**config.mk**
```make
export PLATFORM = sky130hd
export DESIGN_NAME = video_timing_gen_flat
export DESIGN_NICKNAME = d
export VERILOG_FILES = /design/src/rtl/video_timing_pkg.sv /design/src/rtl/video_timing_if.sv /design/src/rtl/video_timing_gen_pattern_gen.sv /design/src/rtl/video_timing_gen.sv /design/src/flat_wrapper.sv
export SDC_FILE = /design/constraint.sdc
export NUM_CORES = 1
export LEC_CHECK = 0
export ABC_CLOCK_PERIOD_IN_PS = 6800
export BUFFER_PORTS_ARGS = -buffer_cell sky130_fd_sc_hd__buf_2
export CAP_MARGIN = 30
export CORE_ASPECT_RATIO = 0.7
export CORE_MARGIN = 2
export CORE_UTILIZATION = 55
export DETAILED_ROUTE_END_ITERATION = 6
export GPL_TIMING_DRIVEN = 0
export MAX_ROUTING_LAYER = met4
export PLACE_DENSITY = 0.8
export SLEW_MARGIN = 40
export SYNTH_ARGS = -nofsm -noshare
export SYNTH_HDL_FRONTEND = slang
export SYNTH_HIERARCHICAL = 1
export SYNTH_SLANG_ARGS = --single-unit
```
**constraint.sdc**
```tcl
create_clock -name clk -period 6.8 [get_ports clk]
set_input_delay 0.68 -clock clk [delete_from_list [all_inputs] [get_ports clk]]
set_output_delay 0.68 -clock clk [all_outputs]
set_load 0.03 [all_outputs]
```
**src/rtl/video_timing_pkg.sv**
```systemverilog
// Shared constants for the raster timing generator.
// Default 640x480@60 timing, pattern codes, colour-bar table.
package video_timing_pkg;

  localparam int VT_CW = 12;

  localparam int DEF_H_ACTIVE = 640;
  localparam int DEF_H_FP     = 16;
  localparam int DEF_H_SYNC   = 96;
  localparam int DEF_H_BP     = 48;
  localparam int DEF_V_ACTIVE = 480;
  localparam int DEF_V_FP     = 10;
  localparam int DEF_V_SYNC   = 2;
  localparam int DEF_V_BP     = 33;
  localparam bit DEF_HS_POL   = 1'b0;
  localparam bit DEF_VS_POL   = 1'b0;

  typedef enum logic [1:0] {
    PAT_BARS  = 2'd0,
    PAT_CHECK = 2'd1,
    PAT_RAMP  = 2'd2,
    PAT_GREY  = 2'd3
  } pattern_e;

  // Index 0 is the leftmost bar.
  localparam logic [7:0][23:0] BAR_RGB = {
    24'h000000,
    24'h0000FF,
    24'hFF0000,
    24'hFF00FF,
    24'h00FF00,
    24'h00FFFF,
    24'hFFFF00,
    24'hFFFFFF
  };

endpackage

```
**src/rtl/video_timing_if.sv**
```systemverilog
// Raster output bundle towards the TMDS encoders.
// master: generator side; slave: encoder/controller side.
interface video_timing_if;
  import video_timing_pkg::*;

  logic             enable;
  logic [1:0]       pattern_sel;
  logic             data_enable;
  logic [7:0]       r_out;
  logic [7:0]       g_out;
  logic [7:0]       b_out;
  logic [1:0]       control_r;
  logic [1:0]       control_g;
  logic [1:0]       control_b;
  logic [VT_CW-1:0] x;
  logic [VT_CW-1:0] y;
  logic             frame_start;
  logic             line_start;

  modport master (
    input  enable, pattern_sel,
    output data_enable, r_out, g_out, b_out,
    output control_r, control_g, control_b,
    output x, y, frame_start, line_start
  );

  modport slave (
    output enable, pattern_sel,
    input  data_enable, r_out, g_out, b_out,
    input  control_r, control_g, control_b,
    input  x, y, frame_start, line_start
  );

endinterface

```
**src/rtl/video_timing_gen_pattern_gen.sv**
```systemverilog
// Combinational test-pattern source.
// pattern_i, x_i, y_i in; 24-bit rgb_o out.
module pattern_gen
  import video_timing_pkg::*;
#(
  parameter int H_ACTIVE = DEF_H_ACTIVE
) (
  input  pattern_e         pattern_i,
  input  logic [VT_CW-1:0] x_i,
  input  logic [VT_CW-1:0] y_i,
  output logic [23:0]      rgb_o
);

  localparam int BAR_W   = H_ACTIVE / 8;
  localparam int BAR_DIV = (BAR_W > 0) ? BAR_W : 1;
  localparam int BAR_END = 8 * BAR_W;

  logic [VT_CW-1:0] bar_idx;
  logic             unused_bits;

  assign unused_bits = ^{y_i[VT_CW-1:6], y_i[4:0],
                         bar_idx[VT_CW-1:3]};

  always_comb begin
    bar_idx = x_i / VT_CW'(BAR_DIV);
    rgb_o   = '0;
    unique case (pattern_i)
      PAT_BARS: begin
        if (int'(x_i) < BAR_END)
          rgb_o = BAR_RGB[bar_idx[2:0]];
      end
      PAT_CHECK: begin
        rgb_o = (x_i[5] ^ y_i[5]) ? 24'h000000
                                  : 24'hFFFFFF;
      end
      PAT_RAMP: rgb_o = {3{x_i[7:0]}};
      PAT_GREY: rgb_o = {3{8'h80}};
      default:  rgb_o = '0;
    endcase
  end

endmodule

```
**src/rtl/video_timing_gen.sv**
```systemverilog
// Raster counters, sync/DE decode and aligned output registers.
// clk, rst_n plain; all video I/O through video_timing_if.master.
module video_timing_gen
  import video_timing_pkg::*;
#(
  parameter int H_ACTIVE = DEF_H_ACTIVE,
  parameter int H_FP     = DEF_H_FP,
  parameter int H_SYNC   = DEF_H_SYNC,
  parameter int H_BP     = DEF_H_BP,
  parameter int V_ACTIVE = DEF_V_ACTIVE,
  parameter int V_FP     = DEF_V_FP,
  parameter int V_SYNC   = DEF_V_SYNC,
  parameter int V_BP     = DEF_V_BP,
  parameter bit HS_POL   = DEF_HS_POL,
  parameter bit VS_POL   = DEF_VS_POL
) (
  input logic            clk,
  input logic            rst_n,
  video_timing_if.master vif
);

  localparam int H_TOTAL = H_ACTIVE + H_FP + H_SYNC + H_BP;
  localparam int V_TOTAL = V_ACTIVE + V_FP + V_SYNC + V_BP;
  localparam int HS_BEG  = H_ACTIVE + H_FP;
  localparam int HS_END  = HS_BEG + H_SYNC;
  localparam int VS_BEG  = V_ACTIVE + V_FP;
  localparam int VS_END  = VS_BEG + V_SYNC;

  localparam logic [VT_CW-1:0] H_LAST = VT_CW'(H_TOTAL - 1);
  localparam logic [VT_CW-1:0] V_LAST = VT_CW'(V_TOTAL - 1);
  localparam logic [1:0] CB_IDLE = {~VS_POL, ~HS_POL};

  if (H_TOTAL > (1 << VT_CW) || V_TOTAL > (1 << VT_CW))
  begin : g_size_chk
    $error("video_timing_gen: H_TOTAL/V_TOTAL exceed 4096");
  end

  logic [VT_CW-1:0] hc_q, hc_d;
  logic [VT_CW-1:0] vc_q, vc_d;
  pattern_e         pat_q, pat_d, pat_cur;

  logic             de_q, de_d;
  logic [23:0]      rgb_q, rgb_d;
  logic [1:0]       cb_q, cb_d;
  logic [VT_CW-1:0] x_q, x_d;
  logic [VT_CW-1:0] y_q, y_d;
  logic             fs_q, fs_d;
  logic             ls_q, ls_d;

  logic        at_org;
  logic        de_now;
  logic        hs_on;
  logic        vs_on;
  logic [23:0] pat_rgb;

  // The pixel at (0,0) already uses the newly requested
  // pattern so a frame is never split between two patterns.
  always_comb begin
    at_org  = (hc_q == '0) && (vc_q == '0);
    pat_cur = at_org ? pattern_e'(vif.pattern_sel) : pat_q;
    de_now  = (int'(hc_q) < H_ACTIVE) &&
              (int'(vc_q) < V_ACTIVE);
    hs_on   = (int'(hc_q) >= HS_BEG) &&
              (int'(hc_q) < HS_END);
    vs_on   = (int'(vc_q) >= VS_BEG) &&
              (int'(vc_q) < VS_END);
  end

  pattern_gen #(
    .H_ACTIVE (H_ACTIVE)
  ) u_pat (
    .pattern_i (pat_cur),
    .x_i       (hc_q),
    .y_i       (vc_q),
    .rgb_o     (pat_rgb)
  );

  always_comb begin
    hc_d  = '0;
    vc_d  = '0;
    pat_d = pat_q;
    de_d  = 1'b0;
    rgb_d = '0;
    cb_d  = CB_IDLE;
    x_d   = '0;
    y_d   = '0;
    fs_d  = 1'b0;
    ls_d  = 1'b0;
    if (vif.enable) begin
      hc_d = (hc_q == H_LAST) ? '0 : hc_q + VT_CW'(1);
      vc_d = vc_q;
      if (hc_q == H_LAST)
        vc_d = (vc_q == V_LAST) ? '0 : vc_q + VT_CW'(1);
      if (at_org)
        pat_d = pat_cur;
      de_d  = de_now;
      rgb_d = de_now ? pat_rgb : '0;
      cb_d  = {vs_on ? VS_POL : ~VS_POL,
               hs_on ? HS_POL : ~HS_POL};
      x_d   = hc_q;
      y_d   = vc_q;
      fs_d  = at_org;
      ls_d  = (hc_q == '0);
    end
  end

  always_ff @(posedge clk or negedge rst_n) begin
    if (!rst_n) begin
      hc_q  <= '0;
      vc_q  <= '0;
      pat_q <= PAT_BARS;
      de_q  <= 1'b0;
      rgb_q <= '0;
      cb_q  <= CB_IDLE;
      x_q   <= '0;
      y_q   <= '0;
      fs_q  <= 1'b0;
      ls_q  <= 1'b0;
    end else begin
      hc_q  <= hc_d;
      vc_q  <= vc_d;
      pat_q <= pat_d;
      de_q  <= de_d;
      rgb_q <= rgb_d;
      cb_q  <= cb_d;
      x_q   <= x_d;
      y_q   <= y_d;
      fs_q  <= fs_d;
      ls_q  <= ls_d;
    end
  end

  assign vif.data_enable = de_q;
  assign vif.r_out       = rgb_q[23:16];
  assign vif.g_out       = rgb_q[15:8];
  assign vif.b_out       = rgb_q[7:0];
  assign vif.control_r   = 2'b00;
  assign vif.control_g   = 2'b00;
  assign vif.control_b   = cb_q;
  assign vif.x           = x_q;
  assign vif.y           = y_q;
  assign vif.frame_start = fs_q;
  assign vif.line_start  = ls_q;

endmodule

```
**src/flat_wrapper.sv**
```systemverilog
// flat-port wrapper written by rule: the top's interface ports become plain ports
module video_timing_gen_flat import video_timing_pkg::*;
#(
  parameter int H_ACTIVE = DEF_H_ACTIVE,
  parameter int H_FP     = DEF_H_FP,
  parameter int H_SYNC   = DEF_H_SYNC,
  parameter int H_BP     = DEF_H_BP,
  parameter int V_ACTIVE = DEF_V_ACTIVE,
  parameter int V_FP     = DEF_V_FP,
  parameter int V_SYNC   = DEF_V_SYNC,
  parameter int V_BP     = DEF_V_BP,
  parameter bit HS_POL   = DEF_HS_POL,
  parameter bit VS_POL   = DEF_VS_POL
)
  (clk, rst_n, vif_enable, vif_pattern_sel, vif_data_enable, vif_r_out, vif_g_out, vif_b_out, vif_control_r, vif_control_g, vif_control_b, vif_x, vif_y, vif_frame_start, vif_line_start);
  video_timing_if vif_i ();
  input logic clk;
  input logic rst_n;
  input wire logic [$bits(vif_i.enable)-1:0] vif_enable;
  input wire logic [$bits(vif_i.pattern_sel)-1:0] vif_pattern_sel;
  output wire logic [$bits(vif_i.data_enable)-1:0] vif_data_enable;
  output wire logic [$bits(vif_i.r_out)-1:0] vif_r_out;
  output wire logic [$bits(vif_i.g_out)-1:0] vif_g_out;
  output wire logic [$bits(vif_i.b_out)-1:0] vif_b_out;
  output wire logic [$bits(vif_i.control_r)-1:0] vif_control_r;
  output wire logic [$bits(vif_i.control_g)-1:0] vif_control_g;
  output wire logic [$bits(vif_i.control_b)-1:0] vif_control_b;
  output wire logic [$bits(vif_i.x)-1:0] vif_x;
  output wire logic [$bits(vif_i.y)-1:0] vif_y;
  output wire logic [$bits(vif_i.frame_start)-1:0] vif_frame_start;
  output wire logic [$bits(vif_i.line_start)-1:0] vif_line_start;
  assign vif_i.enable = vif_enable;
  assign vif_i.pattern_sel = vif_pattern_sel;
  assign vif_data_enable = vif_i.data_enable;
  assign vif_r_out = vif_i.r_out;
  assign vif_g_out = vif_i.g_out;
  assign vif_b_out = vif_i.b_out;
  assign vif_control_r = vif_i.control_r;
  assign vif_control_g = vif_i.control_g;
  assign vif_control_b = vif_i.control_b;
  assign vif_x = vif_i.x;
  assign vif_y = vif_i.y;
  assign vif_frame_start = vif_i.frame_start;
  assign vif_line_start = vif_i.line_start;
  video_timing_gen #(.H_ACTIVE(H_ACTIVE), .H_FP(H_FP), .H_SYNC(H_SYNC), .H_BP(H_BP), .V_ACTIVE(V_ACTIVE), .V_FP(V_FP), .V_SYNC(V_SYNC), .V_BP(V_BP), .HS_POL(HS_POL), .VS_POL(VS_POL)) u_core (.clk(clk), .rst_n(rst_n), .vif(vif_i));
endmodule
```
==> metrics.md, run 1 <==
| Metric | Value |
|---|---|
| Number of storage elements in the synthesis netlist | `79` |
| CP Cell Sequence | `clkbuf_1 > or4_1 > nor4_4 > nand3_1 > mux2_2 > nor4_1 > and2_1 > o311ai_1 > a21oi_1 > nand2_1 > nand3_1 > and2_1` |
| Power spent charging and discharging nets | `0.355 mW` |
| Gate Count Post-Synth | `394` |
| Total of cells resized after clock tree synthesis | `0` |
| Power Density | `between 200 and 250 mW/mm2` |
| Worst-case register-to-register setup slack | `3.19 ns` |
| Antenna-violating nets left | `0` |
| Post-synth EDFFs | `0` |
| Crit path capture | `u_core/rgb_q[18]$_DFF_PN0_` |
| Element type at the critical path start | `register` |
| Clk sink count | `79` |
| Post-DP HPWL | `6.61 mm` |
| Number of buffers created by CTS | `9` |
| Share of total power in combinational logic | `20.9%` |
| Async set or reset register ratio after synthesis | `100%` |
| Share of power burned in the clock network | `32.5%` |
| Chip height | `~76 um` |
| Grt total ovfl | `0` |
| Count of nets after finishing | `475` |
| CTS clock-pin slew for the worst setup and hold paths | `roughly 0.090 ns` |
| Wire length of the first global-routing pass | `16.1 mm` |
| Slew at the pin closest to its max-slew limit | `roughly 0.59 ns` |
| Worst VDD drop | `around 0.14 mV` |
| Antenna Diode Count | `0` |
| Placed Cells | `553` |
| Switching part of the total power | `32.1%` |
| Fin. max-slew vios | `0` |
| H-tree Lvls | `3` |
| Router iterations before antenna repair | `5` |
| Starting utilization of the core area | `56.5%` |
| Worst-case reg-to-reg path depth | `12` |
| Overall Global Routing Usage | `25.6%` |
| Max frequency | `about 0.28 GHz` |
| Worst slew margin | `60.8%` |
| Part of the cycle the worst path needs | `roughly 53%` |
| Number of different library cells in the post-synthesis netlist | `73` |
| Path type of the worst min-delay path | `input pin to asynchronous set/reset pin` |
| R2R Path Start | `u_core/hc_q[8]$_DFF_PN0_` |
| Pin count of the biggest net entering global routing | `49` |
| Final WL | `9.55 mm` |
| Final count of negative-setup-slack endpoints | `0` |
| Via count of the first global-routing pass | `3,164` |
| Worst setup startpoint | `u_core/hc_q[8]$_DFF_PN0_` |
| Int Power | `0.750 mW` |
| Type of the setup path with the least slack | `register to register` |
| Leakage power of the design | `about 2.3 nW` |
| Overall via count from detail_route | `3,335` |
| Number of hold buffers added after cts | `0` |
| Worst r2r dst | `u_core/rgb_q[18]$_DFF_PN0_` |
| Routed via count divided by cell count | `between 5 and 6` |
| CTS tree | `built` |
| Final instance area | `roughly 0.0048 mm2` |
| Placed Area | `between 0.004 and 0.005 mm2` |
| CP max-delay cell | `or4_1` |
| Status | `finished, final reports clean` |
| Reported max-cap violation count | `0` |
| Critical path arrival | `just under 4 ns` |
| Number of rows created at floorplan | `26` |
| Share of cells above drive strength 1 | `26.8%` |
| Sequential share of power | `46.5%` |
| Worst clock skew | `slightly below 0.007 ns` |
| Final hold violations | `0` |
| Clk Tree Root Cell | `clkbuf_8` |
| WL per Instance | `16.8 um` |
| Maximum root-to-sink buffer count | `2` |
| Total Negative Setup Slacks | `0 ns` |
| Total number of yosys warnings | `6` |
| DRC viols | `0` |
| CP Max Fanout | `9` |
| CP required | `a little over 7 ns` |
| Layout area overhead | `15.9%` |
| Count of non-filler cells in the finished layout | `569` |
| Crit path time final | `3.61 ns` |
| Post-CTS setup-driven buffer insertion count | `0` |
| Area leader, netlist | `dfrtp_1` |
| Unrepaired setup endpoints after global routing | `false` |
| Area of the core | `~0.0073 mm2` |
| Die area | `0.00820 mm2` |
| Critical path's largest stage delay | `around 0.60 ns` |
| Sequential element share of the synthesized area | `48.1%` |
| Total I/O pin count | `62` |
| Post-layout util | `between 60% and 70%` |
| Post-Syn Area per Cell | `~10 um2` |
| Die width | `107 um` |
| Cell area after synthesis | `0.00412 mm2` |
| Leading post-synthesis cells by cell area | `dfrtp_1 47%, and2_1 8.1%, nand3_1 3.4%` |
| Worst skew pair latency | `0.36 ns` |
| Top FF cell, synth | `dfrtp_1` |
| Fill cell instance count of the final layout | `570` |
| Final RePlAce weighted congestion | `0.902` |
| Portion of synthesized cell area occupied by the leading cell type | `between 40% and 50%` |
| Category of the worst setup path capture point | `register` |
| 1st-iter DRT viols | `between 300 and 400` |
| Number of antenna violations at the first check in global routing | `0` |
| Count of input and output buffers | `57` |
-- cell usage in the layout, fill, tap and decap left out, types with 3 or more instances in the layout --
master | Yosys | layout
clkbuf_1 | 12 | 12
and3_1 | 4 | 4
nor3_1 | 5 | 5
buf_2 | 4 | 60
o21ai_0 | 4 | 4
nand4_1 | 8 | 8
ha_1 | 4 | 4
or3_1 | 3 | 3
nand2b_1 | 5 | 5
buf_6 | 3 | 4
mux2_2 | 4 | 4
nand2_1 | 23 | 23
a21oi_1 | 9 | 9
conb_1 | 1 | 4
inv_1 | 8 | 8
a31oi_1 | 15 | 15
dfrtp_1 | 77 | 77
o31ai_1 | 3 | 3
nor2_1 | 20 | 20
xor2_1 | 8 | 8
or4_4 | 3 | 3
o21ai_1 | 7 | 7
nand3b_1 | 5 | 5
and2_1 | 53 | 53
buf_4 | 8 | 8
nor2b_1 | 4 | 4
clkbuf_8 | 0 | 9
o211ai_1 | 4 | 4
xnor2_1 | 6 | 6
nand3_1 | 28 | 28
-- routing by layer --
metal	track usage, %	up-vias	wire [um]
met3	5.65	18	808
met5	-	-	0
met1	36.1	1615	4460
met4	8.85	0	167
li1	-	1530	-
met2	36.6	172	4120
-- worst max-delay path, delay by kind of cell (launching register included) --
family / cells / cell delay (ns)
buffers and inverters: 1 / 0.25
AOI/OAI and AO/OA: 2 / 0.44
DFF: 1 / 0.46
and+or+nand+nor: 8 / 2.06
muxes: 1 / 0.35
-- kinds of logic (layout without fill, tap and decap cells) --
| family | Yosys count | in the layout | synth area share, % |
|---|---|---|---|
| XOR/XNOR | 14 | 14 | 2.98 |
| multiplexers | 5 | 5 | 1.34 |
| AND/OR/NAND/NOR | 188 | 188 | 28.0 |
| flip-flops | 79 | 79 | 48.1 |
| buffers and inverters | 37 | 111 | 5.75 |
| other | 1 | 4 | 0.0911 |
| AO/OA/AOI/OAI | 66 | 66 | 12.5 |
| adder cells (fa/ha/maj) | 4 | 4 | 1.22 |
-- synthesized netlist by cell type, types with 3 or more instances --
library cell	instances
a21oi_1	9
a31oi_1	15
and2_1	53
and3_1	4
buf_2	4
buf_4	8
buf_6	3
clkbuf_1	12
dfrtp_1	77
ha_1	4
inv_1	8
mux2_2	4
nand2_1	23
nand2b_1	5
nand3_1	28
nand3b_1	5
nand4_1	8
nor2_1	20
nor2b_1	4
nor3_1	5
o211ai_1	4
o21ai_0	4
o21ai_1	7
o31ai_1	3
or3_1	3
or4_4	3
xnor2_1	6
xor2_1	8
-- power groups by stage --
stage               Sequential (mW)  Combinational (mW)  Clock (mW)
CTS                           0.515               0.231       0.367
floorplan                     0.587              0.0932           0
finish                        0.514               0.231       0.360
detailed placement            0.524               0.227           0
global route                  0.518               0.251       0.388
global placement              0.522               0.220           0
-- state kept, by name, summed over array words and instances (netlist names) --
name                    count
u_core/hc_q                12
u_core/pat_q                2
u_core/rgb_q               24
u_core/vc_q                12
u_core/vif.control_b        2
u_core/vif.data_enable      1
u_core/vif.frame_start      1
u_core/vif.line_start       1
u_core/vif.x               12
u_core/vif.y               12
-- worst min-delay path by stage --
stage / startpoint / endpoint / slack, ns / cells past startpoint
6_report: rst_n / u_core/vif.x[9]$_DFF_PN0_ / 0.20 / 1
3_3_place_gp: u_core/pat_q[0]$_DFFE_PN0P_ / u_core/pat_q[0]$_DFFE_PN0P_ / 0.48 / 1
5_1_grt: rst_n / u_core/rgb_q[8]$_DFF_PN0_ / 0.21 / 1
3_5_place_dp: u_core/pat_q[1]$_DFFE_PN0P_ / u_core/pat_q[1]$_DFFE_PN0P_ / 0.51 / 1
4_1_cts: rst_n / u_core/vif.x[9]$_DFF_PN0_ / 0.19 / 1
2_1_floorplan: rst_n / u_core/hc_q[0]$_DFF_PN0_ / 0.38 / 0
-- layout make-up --
class                      instances  area, um2  area share [%]
tap                               98        123            2.57
clock inverter                     7       77.6            1.63
multi-input combinational        281       1910            40.1
clock buffer                       9        124            2.60
inverter                           8       30.0           0.630
sequential                        79       1980            41.5
buffer                            29        206            4.33
timing repair buffer              58        319            6.69
-- stage by stage --
step                setup WS (ns)  power, mW  hold WS [ns]
floorplan                    3.81      0.680         0.384
global placement             3.34      0.742         0.482
detailed placement           3.31      0.751         0.513
CTS                          3.27       1.11         0.193
global route                 2.99       1.16         0.207
finish                       3.19       1.10         0.197
Note: power is estimated with default switching activity, not from simulation.
==> run 2, diff against run 1 <==
Settings changed: ABC_AREA set to 1, ABC_CLOCK_PERIOD_IN_PS 6800 to 3200, CORE_UTILIZATION 55 to 52, PLACE_DENSITY 0.8 to 0.79.
Clock period 6.8 ns to 3.2 ns, I/O delays scaled along.
==> metrics.md, run 2 <==
| Metric | Value |
|---|---|
| Final hold violations | `0 (unchanged)` |
| Most instantiated library cell after synthesis | `nand2_1` |
| Total number of yosys warnings | `6 (unchanged)` |
| Placed Area | `0.00476 mm2 (+4.1%)` |
| Antenna Diode Count | `0 (unchanged)` |
| Area leader, netlist | `dfrtp_1` |
| Number of hold buffers added after cts | `1 (+1)` |
| Number of antenna violations at the first check in global routing | `0 (unchanged)` |
| Most common library cell in the layout ignoring fill and taps | `nand2_1` |
| Power Density | `533 mW/mm2 (+130%)` |
| Share of cells above drive strength 1 | `22.4% (-4.4 points)` |
| Element type at the critical path start | `register` |
| WL per Instance | `13.0 um (-23%)` |
| 1st-iter DRT viols | `347 (+11%)` |
| Type of the setup path with the least slack | `register to register` |
| Final count of negative-setup-slack endpoints | `0 (unchanged)` |
| Router iterations before antenna repair | `5 (unchanged)` |
| Count of input and output buffers | `57 (unchanged)` |
| Die width | `113 um (+5.0%)` |
| Most flop-heavy register | `u_core/rgb_q` |
| Antenna-violating nets left | `0 (unchanged)` |
| Maximum root-to-sink buffer count | `2 (unchanged)` |
| CTS tree | `built` |
| Category of the worst setup path capture point | `register` |
| CTS clock-pin slew for the worst setup and hold paths | `0.06 ns (-0.03 ns)` |
| Crit path time final | `2.82 ns (-0.797 ns)` |
| Cell area after synthesis | `0.00431 mm2 (+4.7%)` |
| Area of the core | `0.00794 mm2 (+8.9%)` |
| Hold slack | `0.223 ns (+0.0256 ns)` |
| Final RePlAce weighted congestion | `0.967 (+7.2%)` |
| Sequential element share of the synthesized area | `45.9% (-2.2 points)` |
| Async set or reset register ratio after synthesis | `100% (unchanged)` |
| Top FF cell, synth | `dfrtp_1` |
| Slew at the pin closest to its max-slew limit | `0.517 ns (-0.0708 ns)` |
| Wire length of the first global-routing pass | `16.3 mm (+1.8%)` |
| Final WL | `9.67 mm (+1.2%)` |
| Routed via count divided by cell count | `5.07 (-13%)` |
| Pin count of the biggest net entering global routing | `41 (-16%)` |
| Number of flip-flops in the largest register | `24 (unchanged)` |
| Worst VDD drop | `0.274 mV (+100%)` |
| Count of nets after finishing | `647 (+36%)` |
| Clk sink count | `79 (unchanged)` |
| Worst skew pair latency | `0.34 ns (-0.02 ns)` |
| CP required | `3.47 ns (-3.63 ns)` |
| Starting utilization of the core area | `54.3% (-2.2 points)` |
| Die area | `0.00904 mm2 (+10%)` |
| Most frequent cells in the layout | `143 x nand2_1, 104 x inv_1, 77 x dfrtp_1` |
| Number of different library cells in the post-synthesis netlist | `37 (-49%)` |
| Part of the cycle the worst path needs | `88.0% (+35 points)` |
| Overall via count from detail_route | `3,774 (+13%)` |
| Critical path arrival | `3.08 ns (-0.84 ns)` |
| H-tree Lvls | `3 (unchanged)` |
| Status | `finished, final reports clean` |
| Placed Cells | `727 (+31%)` |
| Layout area overhead | `18.2%` |
| CP Max Fanout | `8 (-1)` |
| Number of buffers created by CTS | `9 (unchanged)` |
| Worst-case register-to-register setup slack | `0.38 ns (-2.80 ns)` |
| Total of cells resized after clock tree synthesis | `0 (unchanged)` |
| Path type of the worst min-delay path | `input pin to register` |
| Reported max-cap violation count | `0 (unchanged)` |
| Leading post-synthesis cells by instance count | `143 x nand2_1, 104 x inv_1, 77 x dfrtp_1` |
| Leakage power of the design | `3.06 nW (+32%)` |
| Post-synth EDFFs | `0 (unchanged)` |
| Total Negative Setup Slacks | `0 ns (unchanged)` |
| Number of rows created at floorplan | `27 (+3.8%)` |
| Final instance area | `0.00509 mm2 (+6.7%)` |
| Portion of synthesized cell area occupied by the leading cell type | `44.7% (-2.1 points)` |
| Gate Count Post-Synth | `565 (+43%)` |
| Final worst-path setup slack | `0.385 ns (-2.80 ns)` |
| Worst clock skew | `0.00549 ns (-0.00140 ns)` |
| Chip height | `80.2 um (+4.9%)` |
| Total I/O pin count | `62 (unchanged)` |
| Leading post-synthesis cells by cell area | `dfrtp_1 45%, nand2_1 12%, inv_1 9.1%` |
| Grt total ovfl | `0 (unchanged)` |
| Post-placement worst setup slack | `0.541 ns (-2.77 ns)` |
| Worst slew margin | `65.4% (+4.6 points)` |
| Via count of the first global-routing pass | `3,487 (+10%)` |
| DRC viols | `0 (unchanged)` |
| Count of non-filler cells in the finished layout | `744 (+31%)` |
| Post-Syn Area per Cell | `7.62 um2 (-27%)` |
| Post-CTS setup-driven buffer insertion count | `0 (unchanged)` |
| Clk Tree Root Cell | `clkbuf_16` |
| Fin. max-slew vios | `0 (unchanged)` |
| Post-DP HPWL | `7.01 mm (+6.1%)` |
| Max frequency | `0.355 GHz (+28%)` |
| Number of storage elements in the synthesis netlist | `79 (unchanged)` |
| Unrepaired setup endpoints after global routing | `false` |
| Overall Global Routing Usage | `23.8% (-1.8 points)` |
-- run 2: worst max-delay path, cell delays in order, from the launching register on --
cell,delay [ns]
dfrtp_1,0.37
buf_2,0.18
inv_1,0.10
ha_1,0.17
nand2_1,0.08
nor2_1,0.10
nand3b_1,0.17
inv_1,0.15
nand2_1,0.08
nand2_1,0.06
nand2_1,0.11
nor2_1,0.18
o211ai_1,0.17
inv_1,0.17
nand3_1,0.33
nand2_1,0.17
inv_1,0.05
nor2_1,0.11
-- run 2: layout make-up --
type,count,area (um2)
fill,666,2850
sequential,79,1980
multi-input combinational,357,1780
inverter,112,422
timing repair buffer,59,322
clock buffer,10,229
buffer,20,138
tap,101,126
clock inverter,6,93.8
-- run 2: kinds of logic (layout without fill, tap and decap cells) --
group	Yosys count	count (layout)	share of synthesized area, %
buffers and inverters	132	207	13.0
XOR/XNOR	6	6	1.22
AO/OA/AOI/OAI	33	33	4.79
adder cells (fa/ha/maj)	4	4	1.16
flip-flops	79	79	45.9
AND/OR/NAND/NOR	310	310	33.8
other	1	4	0.0870
-- run 2: layer usage --
metal / global-route usage (%) / vias to the layer above / part of all wire (%)
li1: - / 1844 / -
met1: 30.9 / 1758 / 45
met2: 36.9 / 149 / 47
met3: 6.04 / 23 / 6.8
met4: 7.93 / 0 / 1.6
met5: - / - / 0
-- run 2: report_power, final --
group          total [mW]  internal, mW  leakage [nW]  switching, mW
Clock                1.09         0.688         0.153          0.405
Sequential           1.09          1.07          1.06         0.0235
Combinational       0.526         0.154          1.85          0.372
-- run 2: final timing paths --
check | startpoint | endpoint | cells past startpoint
worst max-delay path | u_core/vc_q[0]$_DFFE_PN0P_ | u_core/rgb_q[12]$_DFF_PN0_ | 17
worst min-delay path | vif_pattern_sel[1] | u_core/pat_q[1]$_DFFE_PN0P_ | 3
worst max register to register | u_core/vc_q[0]$_DFFE_PN0P_ | u_core/rgb_q[12]$_DFF_PN0_ | 17
worst min register to register | u_core/pat_q[1]$_DFFE_PN0P_ | u_core/pat_q[1]$_DFFE_PN0P_ | 2
max in group asynchronous | rst_n | u_core/vif.control_b[0]$_DFF_PN1_ | 3
min in group asynchronous | rst_n | u_core/vc_q[0]$_DFFE_PN0P_ | 2
-- run 2: stage by stage --
stage,total power [mW],util (%)
global placement,1.62,59.6
CTS,2.74,64.1
floorplan,1.48,-
finish,2.71,64.1
global route,2.85,64.1
detailed placement,1.63,59.9
==> run 3, diff against run 2 <==
Settings changed: ABC_CLOCK_PERIOD_IN_PS 3200 to 3650, CORE_UTILIZATION 52 to 55, PLACE_DENSITY 0.79 to 0.8.
Clock period 3.2 ns to 3.65 ns, I/O delays scaled along.
==> metrics.md, run 3 (synthesis gave the netlist of run 2 again) <==
| Metric | Value |
|---|---|
| Status | `finished, final reports clean` |
| Category of the worst setup path capture point | `register` |
| Final count of negative-setup-slack endpoints | `0 (unchanged)` |
| Overall Power | `2.14 mW (-21%)` |
| Post-DP HPWL | `7.10 mm (+1.3%)` |
| Type of the setup path with the least slack | `register to register` |
| Routed via count divided by cell count | `5.08 (+0.17%)` |
| Most flop-heavy register | `u_core/rgb_q` |
| CTS tree | `built` |
| Final worst-path setup slack | `0.838 ns (+0.453 ns)` |
| Most frequent cells in the layout | `143 x nand2_1, 104 x inv_1, 77 x dfrtp_1` |
| Post-CTS setup-driven buffer insertion count | `0 (unchanged)` |
| Die width | `110 um (-2.7%)` |
| Total I/O pin count | `62 (unchanged)` |
| Power Density | `429 mW/mm2 (-19%)` |
| Placed Area | `0.00475 mm2 (about the same)` |
| Max frequency | `0.356 GHz (+0.12%)` |
| Reported max-cap violation count | `0 (unchanged)` |
| Leakage power of the design | `3.02 nW (-1.3%)` |
| Final hold violations | `0 (unchanged)` |
| CP Max Fanout | `12 (+4)` |
| Worst VDD drop | `0.209 mV (-24%)` |
| Share of cells above drive strength 1 | `22.6% (+0.16 points)` |
| Maximum root-to-sink buffer count | `2 (unchanged)` |
| Post-layout util | `66.9% (+2.8 points)` |
| Worst clock skew | `0.0109 ns (+0.00541 ns)` |
| Worst skew pair latency | `0.36 ns (+0.02 ns)` |
| Most common library cell in the layout ignoring fill and taps | `nand2_1` |
| Number of buffers created by CTS | `9 (unchanged)` |
| Global Route met1 Usage | `34.5% (+3.6 points)` |
| Router iterations before antenna repair | `5 (unchanged)` |
| Chip height | `78.0 um (-2.6%)` |
| Via count of the first global-routing pass | `3,581 (+2.7%)` |
| Area of the core | `0.00745 mm2 (-6.2%)` |
| WL per Instance | `13.5 um (+3.6%)` |
| Fin. max-slew vios | `0 (unchanged)` |
| Post-placement worst setup slack | `0.932 ns (+0.392 ns)` |
| Routing layer with the top usage in global route | `met2` |
| Unrepaired setup endpoints after global routing | `false` |
| Element type at the critical path start | `register` |
| Total Negative Setup Slacks | `0 ns (unchanged)` |
| CP required | `3.93 ns (+0.46 ns)` |
| H-tree Lvls | `3 (unchanged)` |
| Count of nets after finishing | `647 (unchanged)` |
| Wire length of the first global-routing pass | `16.6 mm (+1.7%)` |
| Worst-case reg-to-reg path depth | `14 (-3)` |
| Placed Cells | `724 (-0.41%)` |
| Global-route met3 utilization | `5.98% (-0.058 points)` |
| Number of flip-flops in the largest register | `24 (unchanged)` |
| Slew at the pin closest to its max-slew limit | `0.560 ns (+0.0429 ns)` |
| Count of input and output buffers | `57 (unchanged)` |
| Number of antenna violations at the first check in global routing | `0 (unchanged)` |
| Hold slack | `0.236 ns (+0.0137 ns)` |
| Clk sink count | `79 (unchanged)` |
| Worst r2r dst | `u_core/rgb_q[13]$_DFF_PN0_` |
| Part of the cycle the worst path needs | `77.0% (-11 points)` |
| Final WL | `9.97 mm (+3.2%)` |
| Crit path time final | `2.81 ns (-0.00330 ns)` |
| Overall via count from detail_route | `3,765 (-0.24%)` |
| Global routing met2 resource utilization | `40.6% (+3.7 points)` |
| DRC viols | `0 (unchanged)` |
| Worst setup startpoint | `u_core/hc_q[7]$_DFF_PN0_` |
| Critical path arrival | `3.10 ns (+0.02 ns)` |
| Starting utilization of the core area | `57.8% (+3.6 points)` |
| Antenna Diode Count | `0 (unchanged)` |
| Die area | `0.00857 mm2 (-5.2%)` |
| Antenna-violating nets left | `0 (unchanged)` |
| Number of rows created at floorplan | `26 (-3.7%)` |
| Final instance area | `0.00498 mm2 (-2.1%)` |
| Count of non-filler cells in the finished layout | `741 (-0.40%)` |
| R2R Path Start | `u_core/hc_q[7]$_DFF_PN0_` |
| Number of hold buffers added after cts | `1 (unchanged)` |
| Grt total ovfl | `0 (unchanged)` |
| 1st-iter DRT viols | `265 (-24%)` |
| Layout area overhead | `15.7%` |
| Path type of the worst min-delay path | `input pin to register` |
| Total of cells resized after clock tree synthesis | `0 (unchanged)` |
| Worst-case register-to-register setup slack | `0.84 ns (+0.45 ns)` |
| CTS clock-pin slew for the worst setup and hold paths | `0.08 ns (+0.02 ns)` |
| Worst slew margin | `62.7% (-2.7 points)` |
| Clk Tree Root Cell | `clkbuf_8` |
| Overall Global Routing Usage | `25.8% (+2.0 points)` |
| Crit path capture | `u_core/rgb_q[13]$_DFF_PN0_` |
| Pin count of the biggest net entering global routing | `45 (+9.8%)` |
| Final RePlAce weighted congestion | `0.882 (-8.8%)` |
==> run 3: cell count changes in the layout (fill, tap and decap cells not counted) <==
cell and delta:
clkbuf_16 -9, clkinv_2 +2, clkbuf_8 +9, clkinvlp_4 -1, clkbuf_1 -1
==> run 3: worst min path at each step <==
stage	from	end	slack [ns]	cells after the start
finish	vif_pattern_sel[0]	u_core/pat_q[0]$_DFFE_PN0P_	0.24	3
floorplan	rst_n	u_core/hc_q[0]$_DFF_PN0_	0.07	0
global placement	u_core/pat_q[0]$_DFFE_PN0P_	u_core/pat_q[0]$_DFFE_PN0P_	0.49	2
CTS	vif_pattern_sel[0]	u_core/pat_q[0]$_DFFE_PN0P_	0.23	3
detailed placement	rst_n	u_core/vif.x[9]$_DFF_PN0_	0.28	1
global route	vif_pattern_sel[0]	u_core/pat_q[0]$_DFFE_PN0P_	0.25	3
==> run 3: power by group <==
group,switching [mW],total [mW],internal [mW]
Sequential,0.0206,0.956,0.936
Combinational,0.326,0.461,0.135
Clock,0.333,0.721,0.387
==> run 3: critical path: stages, from the launching register on <==
cell and delay (ns):
dfrtp_1 0.56, nor2_1 0.27, inv_1 0.09, nor2_1 0.22, and2_1 0.21, nand2_1 0.08
nand2_1 0.06, nand2_1 0.09, nor2_1 0.22, o211ai_1 0.17, inv_1 0.15, nand3_1 0.30
nand2_1 0.16, inv_1 0.06, nor2_1 0.09
==> run 3: final cells by class <==
type,instances,area (um2)
flip-flops and latches,79,1980
clock inverters,7,96.3
well taps,98,123
repair buffers,59,322
clock buffers,9,124
multi-input cells,357,1780
fillers,637,2470
plain buffers,20,138
inverters,112,422
==> run 3: layer usage <==
layer / routed length (um) / part of all wire [%]
met1: 4500 / 45
met2: 4720 / 47
met3: 649 / 6.5
met4: 97 / 0.97
met5: 0 / 0
